### src/rtl/fifo_uart_tx.sv
// UART transmitter draining a byte FIFO (pop, load, start, 8 data LSB-first, stop).
// Define UART_TX_PARITY_EN to insert an even-parity bit between data and stop.
module fifo_uart_tx #(
  parameter int unsigned CLKS_PER_BIT = 868
) (
  input  logic       clk_in,
  input  logic       rst_n_in,
  input  logic       enable_in,
  input  logic       fifo_empty_in,
  input  logic [7:0] fifo_data_in,
  output logic       fifo_dequeue_out,
  output logic       tx_out,
  output logic       busy_out
);

  localparam int unsigned CW = $clog2(CLKS_PER_BIT);
  localparam logic [CW-1:0] CNT_MAX = CW'(CLKS_PER_BIT - 1);

  localparam logic [2:0] S_IDLE   = 3'd0;
  localparam logic [2:0] S_POP    = 3'd1;
  localparam logic [2:0] S_LOAD   = 3'd2;
  localparam logic [2:0] S_START  = 3'd3;
  localparam logic [2:0] S_DATA   = 3'd4;
`ifdef UART_TX_PARITY_EN
  localparam logic [2:0] S_PARITY = 3'd5;
`endif
  localparam logic [2:0] S_STOP   = 3'd6;

  logic [2:0]    state_q, state_d;
  logic [CW-1:0] cnt_q, cnt_d;
  logic [2:0]    idx_q, idx_d;
  logic [7:0]    shreg_q, shreg_d;
  logic          tx_q, tx_d;
  logic          deq_q, deq_d;
  logic          busy_q, busy_d;
  logic          bit_done;
`ifdef UART_TX_PARITY_EN
  logic          par_q, par_d;
`endif

  always_comb begin
    state_d  = state_q;
    cnt_d    = '0;
    idx_d    = idx_q;
    shreg_d  = shreg_q;
`ifdef UART_TX_PARITY_EN
    par_d    = par_q;
`endif
    bit_done = (cnt_q == CNT_MAX);

    case (state_q)
      S_IDLE: begin
        if (enable_in && !fifo_empty_in) state_d = S_POP;
      end
      S_POP: state_d = S_LOAD;
      S_LOAD: begin
        shreg_d = fifo_data_in;
`ifdef UART_TX_PARITY_EN
        par_d   = ^fifo_data_in;
`endif
        state_d = S_START;
      end
      S_START: begin
        if (bit_done) begin
          state_d = S_DATA;
          idx_d   = '0;
        end else begin
          cnt_d = cnt_q + 1'b1;
        end
      end
      S_DATA: begin
        if (bit_done) begin
          if (idx_q == 3'd7) begin
`ifdef UART_TX_PARITY_EN
            state_d = S_PARITY;
`else
            state_d = S_STOP;
`endif
          end else begin
            idx_d   = idx_q + 3'd1;
            shreg_d = {1'b0, shreg_q[7:1]};
          end
        end else begin
          cnt_d = cnt_q + 1'b1;
        end
      end
`ifdef UART_TX_PARITY_EN
      S_PARITY: begin
        if (bit_done) state_d = S_STOP;
        else          cnt_d   = cnt_q + 1'b1;
      end
`endif
      S_STOP: begin
        if (bit_done) state_d = S_IDLE;
        else          cnt_d   = cnt_q + 1'b1;
      end
      default: state_d = S_IDLE;
    endcase
  end

  // Outputs are decoded from the next state so the registered pins line up with the state itself.
  always_comb begin
    case (state_d)
      S_START:  tx_d = 1'b0;
      S_DATA:   tx_d = shreg_d[0];
`ifdef UART_TX_PARITY_EN
      S_PARITY: tx_d = par_d;
`endif
      default:  tx_d = 1'b1;
    endcase
    deq_d  = (state_d == S_POP);
    busy_d = (state_d != S_IDLE);
  end

  always_ff @(posedge clk_in or negedge rst_n_in) begin
    if (!rst_n_in) begin
      state_q <= S_IDLE;
      cnt_q   <= '0;
      idx_q   <= '0;
      shreg_q <= '0;
      tx_q    <= 1'b1;
      deq_q   <= 1'b0;
      busy_q  <= 1'b0;
`ifdef UART_TX_PARITY_EN
      par_q   <= 1'b0;
`endif
    end else begin
      state_q <= state_d;
      cnt_q   <= cnt_d;
      idx_q   <= idx_d;
      shreg_q <= shreg_d;
      tx_q    <= tx_d;
      deq_q   <= deq_d;
      busy_q  <= busy_d;
`ifdef UART_TX_PARITY_EN
      par_q   <= par_d;
`endif
    end
  end

  assign tx_out           = tx_q;
  assign fifo_dequeue_out = deq_q;
  assign busy_out         = busy_q;

endmodule
### config.mk
export PLATFORM = sky130hd
export DESIGN_NAME = fifo_uart_tx
export DESIGN_NICKNAME = d
export VERILOG_FILES = /design/src/rtl/fifo_uart_tx.sv
export SDC_FILE = /design/constraint.sdc
export NUM_CORES = 1
export LEC_CHECK = 0
export CAP_MARGIN = 30
export CORE_ASPECT_RATIO = 1.75
export CORE_MARGIN = 2
export CORE_UTILIZATION = 40
export DETAILED_ROUTE_END_ITERATION = 6
export PLACE_DENSITY = 0.66
export SKIP_LAST_GASP = 1
export SYNTH_ARGS = -nofsm -noshare
export SYNTH_HDL_FRONTEND = slang
export SYNTH_SLANG_ARGS = --single-unit
### constraint.sdc
create_clock -name clk_in -period 2 [get_ports clk_in]
set_clock_uncertainty 0.15 [all_clocks]
set_input_delay 0.6 -clock clk_in [delete_from_list [all_inputs] [get_ports clk_in]]
set_output_delay 0.6 -clock clk_in [all_outputs]
set_load 0.005 [all_outputs]
; ---- After elaboration in Yosys (flattened, before gate mapping)
; Index checks and enable logic that the tools add are counted.
[op_classes]
add_sub_neg = 2
eq_ne = 13
muxes = 16
reduce_logical = 9
[ops]
columns = operator, n
row1 = $mux 3, 8
row2 = $mux 10, 2
row3 = $pmux 3 s6, 1
row4 = $mux 8, 2
row5 = $pmux 8 s2, 1
row6 = $eq 3x3->1 const B, 4
row7 = $add 10x1->10 const B, 1
row8 = $eq 10x10->1 const B, 1
row9 = $eq 3x2->1 const B, 3
row10 = $eq 3x1->1 const B, 2
row11 = $ne 2x2->1 const B, 3
row12 = $pmux 3 s2, 1
row13 = $reduce_and 4->1, 1
row14 = $reduce_bool 2->1, 2
row15 = $add 3x1->3 const B, 1
row16 = $logic_not 3->1, 1
row17 = $reduce_and 3->1, 1
row18 = $reduce_bool 3->1, 1
row19 = $reduce_or 3->1, 1
row20 = $pmux 1 s2, 1
row21 = $logic_and 1x1->1, 1
row22 = $logic_not 1->1, 1
[word_totals]
ff_bits = 27

; ---- Logic depth before layout (Yosys ltp)
[depth]
word_depth = 6
ltp_mapped = 8
ltp_nobuf = 6

; ---- Least setup slack after synthesis
; No wires, ideal clock.
[synth_timing]
kind = register to register
startpoint = register idx_q[0]
endpoint = register tx_q, in the netlist tx_out
t_arrival_ns = 1.803
t_required_ns = 1.773
path_stages_with_launch = 8
setup_slack_ns = -0.030
setup_ns = 0.077
cell_sequence = dfrtp_1 > ha_1 > ha_1 > nor4b_1 > and4_4 > buf_6 > mux2_4 > o21a_1
[synth_lines]
columns = item, line
row1 = from (decl), 31  ; logic [2:0] idx_q, idx_d;
row2 = from (signal assigned), 130  ; idx_q <= idx_d;
row3 = $eq 3x3->1, 73  ; if (idx_q == 3'd7) begin
row4 = $mux 8, 73
row5 = $mux 8, 72  ; if (bit_done) begin
row6 = $pmux 8 s2, 51  ; case (state_q)
row7 = named net shreg_d[0], 32  ; logic [7:0] shreg_q, shreg_d;
row8 = $pmux 1 s2, 103  ; case (state_d)
row9 = named net tx_d, 33  ; logic tx_q, tx_d;
row10 = to (signal assigned), 132  ; tx_q <= tx_d;
row11 = to (decl), 33
; The timed path passes the listed nets, and every way through them passes these cells. The select of a mux whose other input is x is not followed.
; A chain may end at the register's enable or synchronous reset.

; ---- Worst setup path after layout
; Ends and elaborated chain as after synthesis.

==> impl_results.md <==
* Starting Density at a little over two fifths
* # nets final at 161
* WP data required at 2.05 ns
* Filler instances at approximately 290
* CP cell instances: ha_2 -> ha_4 -> nor4b_4 -> and4_4 -> mux2_4 -> o21a_1
* Die X at approximately 47 um
* Share of layout cells above drive strength 1 at between 10% and 20%
* Clk buf depth at 2
* Diodes inserted at 0
* Synth warn at 0
* PD cells at 556 mW/mm2
* Main synth FF type: dfrtp_1
* Family with the most delay on the worst path: simple AND/OR/NAND/NOR gates
* Initial DRC Count at 19
* Worst skew pair latency at 0.27 ns
* Worst slew pin tran at approximately 0.35 ns
* Post-DR vias/cell at 5.24
* Crit path largest cell delay at 0.40 ns
* Hold Crit Class: reg -> reg
* CTS tree: built
* Total grt overflow at 0
* Vias in the first global route at roughly 1000
* Largest net degree at the start of global routing at 28
* I/O pin cnt at 15
* WL per Instance at around 14 um
* Most frequent cells in the layout: dfrtp_1, clkdlybuf4s50_1, nor2_1
* F_max at between 500 and 600 MHz
* Met2 WL post-DR at 1430 um
* H-tree depth at 1
* Routed Antenna Nets at 0
* Synth cell types at 37
* Die Span Y at between 80 and 90 um
* Reg2Reg Setup Slack at 0.05 ns
* Routability congestion estimate at a little under 0.8
* Share of the synthesized area in the top cell type at roughly half
* Initial antenna violation count at 0
* Status: complete, no violations
* Worst slew margin at roughly 77%
* Max VDD drop at about 0.40 mV
* Synth Net Count at 137
* Design area at ~0.0016 mm2
* Flops & latches, synth at 27
* Commonest non-fill, non-tap cell in the layout: dfrtp_1
* Multi-input gate area at about 630 um2
* Clock transition at path regs at around 0.10 ns
* Slew Viols, Final at 0
* Static Leak at between 0.7 and 0.8 nW
* Row Count at 27
* Sequential share of the synthesized area at 51.1%
* Critical Path End Type: flip-flop
* Crit path buf inv count at 0
* Critical-path top delay cell: dfrtp_1
* Fin crit period at 1.95 ns
* Non-Filler Instances at approximately 190
* Setup violators final at 0
* Cells after Synth at 122
* Mean post-synth cell area at between 10 and 15 um2
* Post-synth EDFFs at 0
* Routed vias at slightly below 1000
* Crit start category: flip-flop
* Clock sinks at 27
* Mapped Area at 0.00132 mm2
* Post-synth ARST share at 100%
* Placed Area at ~0.0015 mm2
* Area delta synth->final at 24.2%
* IO Port Bufs at 14
* Drt first pass iters at 4
* CTS buffer count at 3
* Top post-synthesis cells by area: dfrtp_1, a21o_1, a22o_1, nor2_1, ha_1
* Crit share post-route at a little over nine tenths
* FF+latch area at slightly below 700 um2
* Hpwl dp at 1920 um
* Fin Hold WS at between 0.3 and 0.4 ns
* Clock root buffer master: clkbuf_8
* Worst path arrival time at 2.00 ns
* Met3 routed WL at around 50 um
* First-pass GRT wire length at 4320 um
* Unrepaired setup endpoints after global routing: yes
* Final hold vios at 0
* Crit-path max FO at 3
* Core region area at between 0.003 and 0.004 mm2
* Wirelength, routed at around 2600 um
* Met1 WL at 1060 um
* Max-cap violations at 0
* Die area at around 0.0038 mm2
* Highest metal used: met4
* Synth area leader: dfrtp_1
* Placed cell count at between 150 and 200
* Tot GR Track Use at between 10% and 20%
* Setup Crit Path Kind: reg -> reg
* DRC at 0
what timing repair did:
action                     CTS  global route
pin swaps                    0             1
hold buffers                 0             0
setup endpoints to repair    7            10
gates resized for setup      1             5
buffers inserted             1             2
path summary, 6_finish.rpt:
check                                 from    endpoint  cells after the start
worst max-delay path              idx_q[0]      tx_out                      6
worst min-delay path            shreg_q[3]  shreg_q[3]                      1
worst max register to register    idx_q[0]      tx_out                      6
worst min register to register  shreg_q[3]  shreg_q[3]                      1
max in group asynchronous         rst_n_in      tx_out                      2
min in group asynchronous         rst_n_in  shreg_q[6]                      2
state kept, by name (all words and copies together), names as in the netlist:
name,count
tx_out,1
shreg_q,8
fifo_dequeue_out,1
state_q,3
idx_q,3
busy_out,1
cnt_q,10
report_power, final:
group          leakage (nW)  internal [W]  switching (W)
clock                0.0217      0.000141       0.000171
combinational         0.392     0.0000272      0.0000169
sequential            0.316      0.000554     0.00000404
total                 0.729      0.000722       0.000192
worst register-to-register path, stage by stage, from the launching register on:
cell and delay [ns]:
dfrtp_1 0.40, ha_2 0.20, ha_4 0.17, nor4b_4 0.20, and4_4 0.27, mux2_4 0.31
o21a_1 0.19
synthesized netlist by cell type, drive strengths merged (3+ instances only):
master / count
a21o: 7
a22o: 6
and3: 4
buf: 6
dfrtp: 26
ha: 3
inv: 3
nand2: 6
nand2b: 3
nand3: 3
nand4: 5
nor2: 13
nor2b: 3
o21ai: 6
xnor2: 3
xor2: 4
cell families (layout without fill, tap and decap cells):
group | count (synthesis) | in the layout | share of synthesized area [%]
AND/OR/NAND/NOR | 44 | 44 | 18.8
AO/OA/AOI/OAI | 29 | 29 | 15.8
flip-flops | 27 | 27 | 51.1
buffers and inverters | 9 | 32 | 4.06
XOR/XNOR | 7 | 7 | 4.63
adder cells (fa/ha/maj) | 4 | 4 | 3.59
multiplexers | 2 | 2 | 1.98
layout make-up:
cell class	instances	share of cell area [%]
Inverter	3	0.685
Sequential cell	27	41.2
Timing Repair Buffer	25	13.5
Clock buffer	3	2.51
Multi-Input combinational cell	86	38.4
Clock inverter	1	0.457
Tap cell	43	3.27
metal layers:
metal  up-vias  track usage (%)
met1       487             16.8
met2        12             28.0
met4         0             5.83
li1        483                -
met5         -                0
met3         4             2.02
per-stage QoR:
| stage | power [W] | utilization (%) | TNS (ns) | setup slack (ns) |
|---|---|---|---|---|
| 6_report | 0.000914 | 52.3 | 0 | 0.0522 |
| 5_1_grt | 0.000959 | 52.3 | -0.00461 | -0.00461 |
| 3_3_place_gp | 0.000612 | 49.1 | 0 | 0.0482 |
| 4_1_cts | 0.000930 | 50.9 | 0 | 0.00924 |
| 3_5_place_dp | 0.000614 | 49.1 | 0 | 0.00198 |
| 2_1_floorplan | 0.000577 | - | 0 | 0.0252 |
No activity file was read; power rests on OpenSTA's default activity.
==> edit 1: new RTL, config.mk and constraints unchanged <==
`CLKS_PER_BIT`: 868 -> 1736.
--- a/src/rtl/fifo_uart_tx.sv
+++ b/src/rtl/fifo_uart_tx.sv
@@ -2,5 +2,5 @@
 // Define UART_TX_PARITY_EN to insert an even-parity bit between data and stop.
 module fifo_uart_tx #(
-  parameter int unsigned CLKS_PER_BIT = 868
+  parameter int unsigned CLKS_PER_BIT = 1736
 ) (
   input  logic       clk_in,
Formal check against the unedited RTL: no difference found for any inputs over 10 cycles, from zero or initial values and one cycle with rst_n_in low; that may be too few to reach the edited logic, so the function may still have changed.
==> edit 1 against the original RTL <==
The flow now finishes with violations (negative setup slack); maximum frequency fell by 9.9%; sequential cell count rose by 1; worst hold slack got worse by 9.1 ps; critical path type unchanged; final cell count rose by 12%; wire length rose by 4.1%; count of clock-buffer cells in the layout did not move; highest routed layer unchanged; synthesized area rose by 2.6%; sequential power rose by 3.8%; cell area rose by 8.8%; total power rose by 17%; setup slack got worse by 210 ps; sequential share of layout area fell by 1.9 points.
==> edit 1: results <==
[final_layout]
largest_reg_flops = 11
reg_top3 = "cnt_q: 11 flops, shreg_q: 8 flops"
fin_nets = 182
multiInputGateArea_um2 = 655.6
drive_gt1_share_pct = 22.29
fillers = 296
diodes = 0

[hold_path]
hold_depth = 2
worstHoldStart = "shreg_q[2]$_DFFE_PN0P_"
hold_end = "shreg_q[2]$_DFFE_PN0P_"

[route]
via_per_inst = 5.043
finalWirelength_mm = 2.681
drt_iter0_drc = 12
antenna_left = 0

[power_and_ir_drop]
ir_drop_v = 0.0004710
p_leak_nw = 0.8026
intPower_uw = 869.0

[synth]
synth_warnings = 0
syn_nets = 152
synth_cell_types = 36
ys_seq_area_share_pct = 51.71
synth_commonest_cells = "27 x dfrtp_1, 23 x nand2_1, 20 x nor2_1"
synth_area_leaders = "dfrtp_1 50%, nand2_1 6.4%, nor2_1 5.5%"

[outcome]
status = "complete, but fails checks"
violations = "negative setup slack"

[setup_path]
critPathMaxFanout = 2
crit_path_top_delay_cell = "or4b_4"
arrival_ps = 2220
r2r_cells = 7
slowest_delay_ps = 500

[grt]
gr-usage-all-layers_pct = 16.28
grt_max_degree = 29
grt_pass1_wl_mm = 4.588
grt_pass1_vias = 1089

[placement]
placed_cell_area_um2 = 1640
dpl.hpwl_mm = 2.030
gp_congestion = 0.8160
dp_slack_ps = -186.9
port_buffers = 14

[timing]
final.setup.worst_slack_ps = -162.7
setup_viol = 12
tns_ps = -1249
worstMarginPinSlew_ps = 380.8

[clock_tree]
root_buffer = "clkbuf_8"
[edit 1: final cells by class]
class	count	area share, %
Clock buffer	3	2.309
Clock inverter	1	1.680
Inverter	4	0.8398
Multi-Input combinational cell	100	36.67
Sequential cell	28	39.26
Tap cell	45	3.149
Timing Repair Buffer	30	16.10
[edit 1: metal layers]
| layer | vias up | wire, µm | global-route usage, % | part of all wire (%) |
|---|---|---|---|---|
| met3 | 6 | 58 | 2.000 | 2.2 |
| met2 | 16 | 1499 | 30.40 | 56 |
| met4 | 0 | 70 | 7.568 | 2.6 |
| met5 | - | 0 | 0 | 0 |
| li1 | 527 | - | - | - |
| met1 | 515 | 1053 | 16.34 | 39 |
[edit 1: worst reg2reg max path, stage by stage (launching register included)]
cell and delay (ps):
dfrtp_1 410, ha_2 200, ha_4 160, or4b_4 500
nor4_4 230, mux2i_1 270, a21oi_1 70, nor2b_1 120
[edit 1: repair_timing]
| item | 4_1_cts | 5_1_grt |
|---|---|---|
| hold buffers | 0 | 0 |
| gates resized for setup | 9 | 2 |
| pin swaps | 5 | 5 |
| setup endpoints to repair | 13 | 13 |
| setup buffers | 2 | 1 |
[edit 1: how the worst max path moves through the flow]
stage | startpoint | slack [ps] | cells after the start | endpoint
floorplan | idx_q[0]$_DFFE_PN0P_ | -200 | 7 | tx_out$_DFF_PN1_
detailed placement | idx_q[0]$_DFFE_PN0P_ | -190 | 6 | idx_q[1]$_DFFE_PN0P_
global route | idx_q[0]$_DFFE_PN0P_ | -300 | 7 | tx_out$_DFF_PN1_
global placement | idx_q[0]$_DFFE_PN0P_ | -140 | 6 | idx_q[0]$_DFFE_PN0P_
CTS | idx_q[0]$_DFFE_PN0P_ | -190 | 7 | tx_out$_DFF_PN1_
finish | idx_q[0]$_DFFE_PN0P_ | -160 | 7 | tx_out$_DFF_PN1_
[edit 1: cells by family (layout without fill, tap and decap cells)]
family	Yosys count	in the layout	synth area share [%]
compound gates	17	17	8.387
xor+xnor	9	9	5.806
simple gates	68	68	24.61
flops	28	28	51.71
fa+ha+maj	3	3	2.765
buf+inv	9	38	4.423
mux	3	3	2.304
[edit 1: power groups by stage]
stage,sequential (mW),combinational [mW],clock (mW)
after global placement,0.589,0.0460,0
after detailed placement,0.589,0.0469,0
after floorplan,0.588,0.00770,0
final,0.579,0.0470,0.441
after CTS,0.579,0.0478,0.453
after global routing,0.580,0.0530,0.472
[edit 1: through the flow]
stage	std cells	hold slack [ps]
after global routing	211	356.6
after detailed placement	204	311.2
after global placement	204	307.4
final	211	330.4
after floorplan	137	154.4
after CTS	210	333.2
==> edit 2: new RTL, same flow settings <==
Without the edit above. Reset style: synchronous (`rst_n_in`), changed in one clocked block.
--- a/src/rtl/fifo_uart_tx.sv
+++ b/src/rtl/fifo_uart_tx.sv
@@ -113,5 +113,5 @@
   end
 
-  always_ff @(posedge clk_in or negedge rst_n_in) begin
+  always_ff @(posedge clk_in) begin
     if (!rst_n_in) begin
       state_q <= S_IDLE;
Function: differs if rst_n_in is asserted again (counterexample within 4 cycles, from zero or initial values and one cycle with rst_n_in low); with rst_n_in held inactive, the same outputs for 10 cycles.
==> edit 2 against the original RTL <==
The flow now finishes with violations (negative setup slack); global-route usage grew 0.14 points; wire length grew 0.85%; critical endpoint is now tx_out$_SDFF_PN1_; via count grew 7.2%; largest cell class is now multi-input gates; sequential cell count is the same; synthesized area shrank 3.8%; critical path depth is the same; setup slack lost 120 ps; non-clock buffer count grew 8; cell area grew 6.9%.
Power is not compared: it rests on default switching activity, and its combinational part moved more than twofold at a synthesized area within 25%.
==> edit 2: results <==
[final_layout]
drive_gt1_share_pct = 33.54
reg_top3 = "cnt_q: 10 flops, shreg_q: 8 flops"
fillers = 285
fin_nets = 180

[timing]
setup_viol = 4
final.setup.worst_slack_ps = -66.38
slew_headroom_pct = 75.02

[grt]
gr-usage-all-layers_pct = 15.55
grt_max_degree = 17
grt_pass1_vias = 975
grt_pass1_wl_mm = 4.298

[hold_path]
holdCritPathClass = "reg -> reg"
hold_end = "shreg_q[5]$_SDFFE_PN0P_"
hold_depth = 2
worstHoldStart = "shreg_q[5]$_SDFFE_PN0P_"

[setup_path]
arrival_ps = 2090
critPathCapture = "tx_out$_SDFF_PN1_"
crit_path_top_delay_cell = "or3b_4"
critPathMaxFanout = 6
worstSetupStartpoint = "cnt_q[0]$_SDFF_PP0_"

[clock_tree]
clk_path_buf_depth = 2
cts_made_buffers = 3
htreeDepth = 1

[outcome]
status = "complete, but fails checks"
violations = "negative setup slack"

[synth]
ys_seq_area_share_pct = 42.44
async_reset_ff_share_pct = 0
synth_cell_types = 40
synth_area_leaders = "dfxtp_1 42%, a22oi_1 4.7%, a21boi_0 4.1%"
syn_nets = 147
synth_commonest_cells = "27 x dfxtp_1, 12 x nor2_1, 11 x nand2_1"

[placement]
gp_congestion = 0.8182
placed_cell_area_um2 = 1559
dpl.hpwl_mm = 1.808

[route]
avgRoutedWirePerCell_um = 12.55
drt_iter0_drc = 29
num_vias = 1057
-- edit 2: changes by cell type after synthesis, moves of 4 or more --
cell      delta
inv_1        +4
a22o_1       -6
o21ai_0      -5
dfrtp_1     -26
nand2_1      +5
a21boi_0     +7
a21o_1       -7
a22oi_1      +8
buf_2        -4
dfxtp_1     +27
-- edit 2: what timing repair did --
item                                    in CTS  in global routing
pin swaps                                    0                 16
setup buffers                                2                  3
endpoints found under the setup margin       5                 24
gates resized for setup                      2                 30
-- edit 2: cell families (layout without fill, tap and decap cells) --
logic type                 Yosys count  after routing  synth area share, %
AOI/OAI and AO/OA                   27             27                15.72
and+or+nand+nor                     53             53                26.72
DFF                                 27             27                42.44
adders and majority gates            4              4                3.733
muxes                                1              1               0.8840
xor gates and xnor gates             8              8                5.501
buffers and inverters               12             44                5.010
-- edit 2: layout make-up --
class / instances / area share [%]
clock buffer: 3 / 2.349
clock inverter: 1 / 0.2847
sequential: 27 / 31.17
inverter: 7 / 1.495
timing repair buffer: 33 / 16.73
multi-input combinational: 93 / 44.91
tap: 43 / 3.060
-- edit 2: metrics by stage --
stage	cells	setup WS, ps	util (%)	hold WS [ps]	setup TNS (ps)
after floorplan	132	-90.21	-	278.1	-90.21
final	207	-66.38	56.56	318.9	-150.1
after detailed placement	198	-38.10	50.16	304.9	-149.7
after global routing	207	-160.7	56.56	343.5	-816.6
after global placement	198	4.428	50.16	297.7	0
after CTS	204	-38.47	52.54	318.0	-38.60
-- edit 2: routing by layer --
layer / share of wire, % / GRT usage, % / wire length [µm]
met1: 42 / 20.57 / 1085
met3: 2.1 / 1.379 / 55
met5: 0 / 0 / 0
met4: 1.8 / 5.833 / 47
met2: 54 / 25.28 / 1409
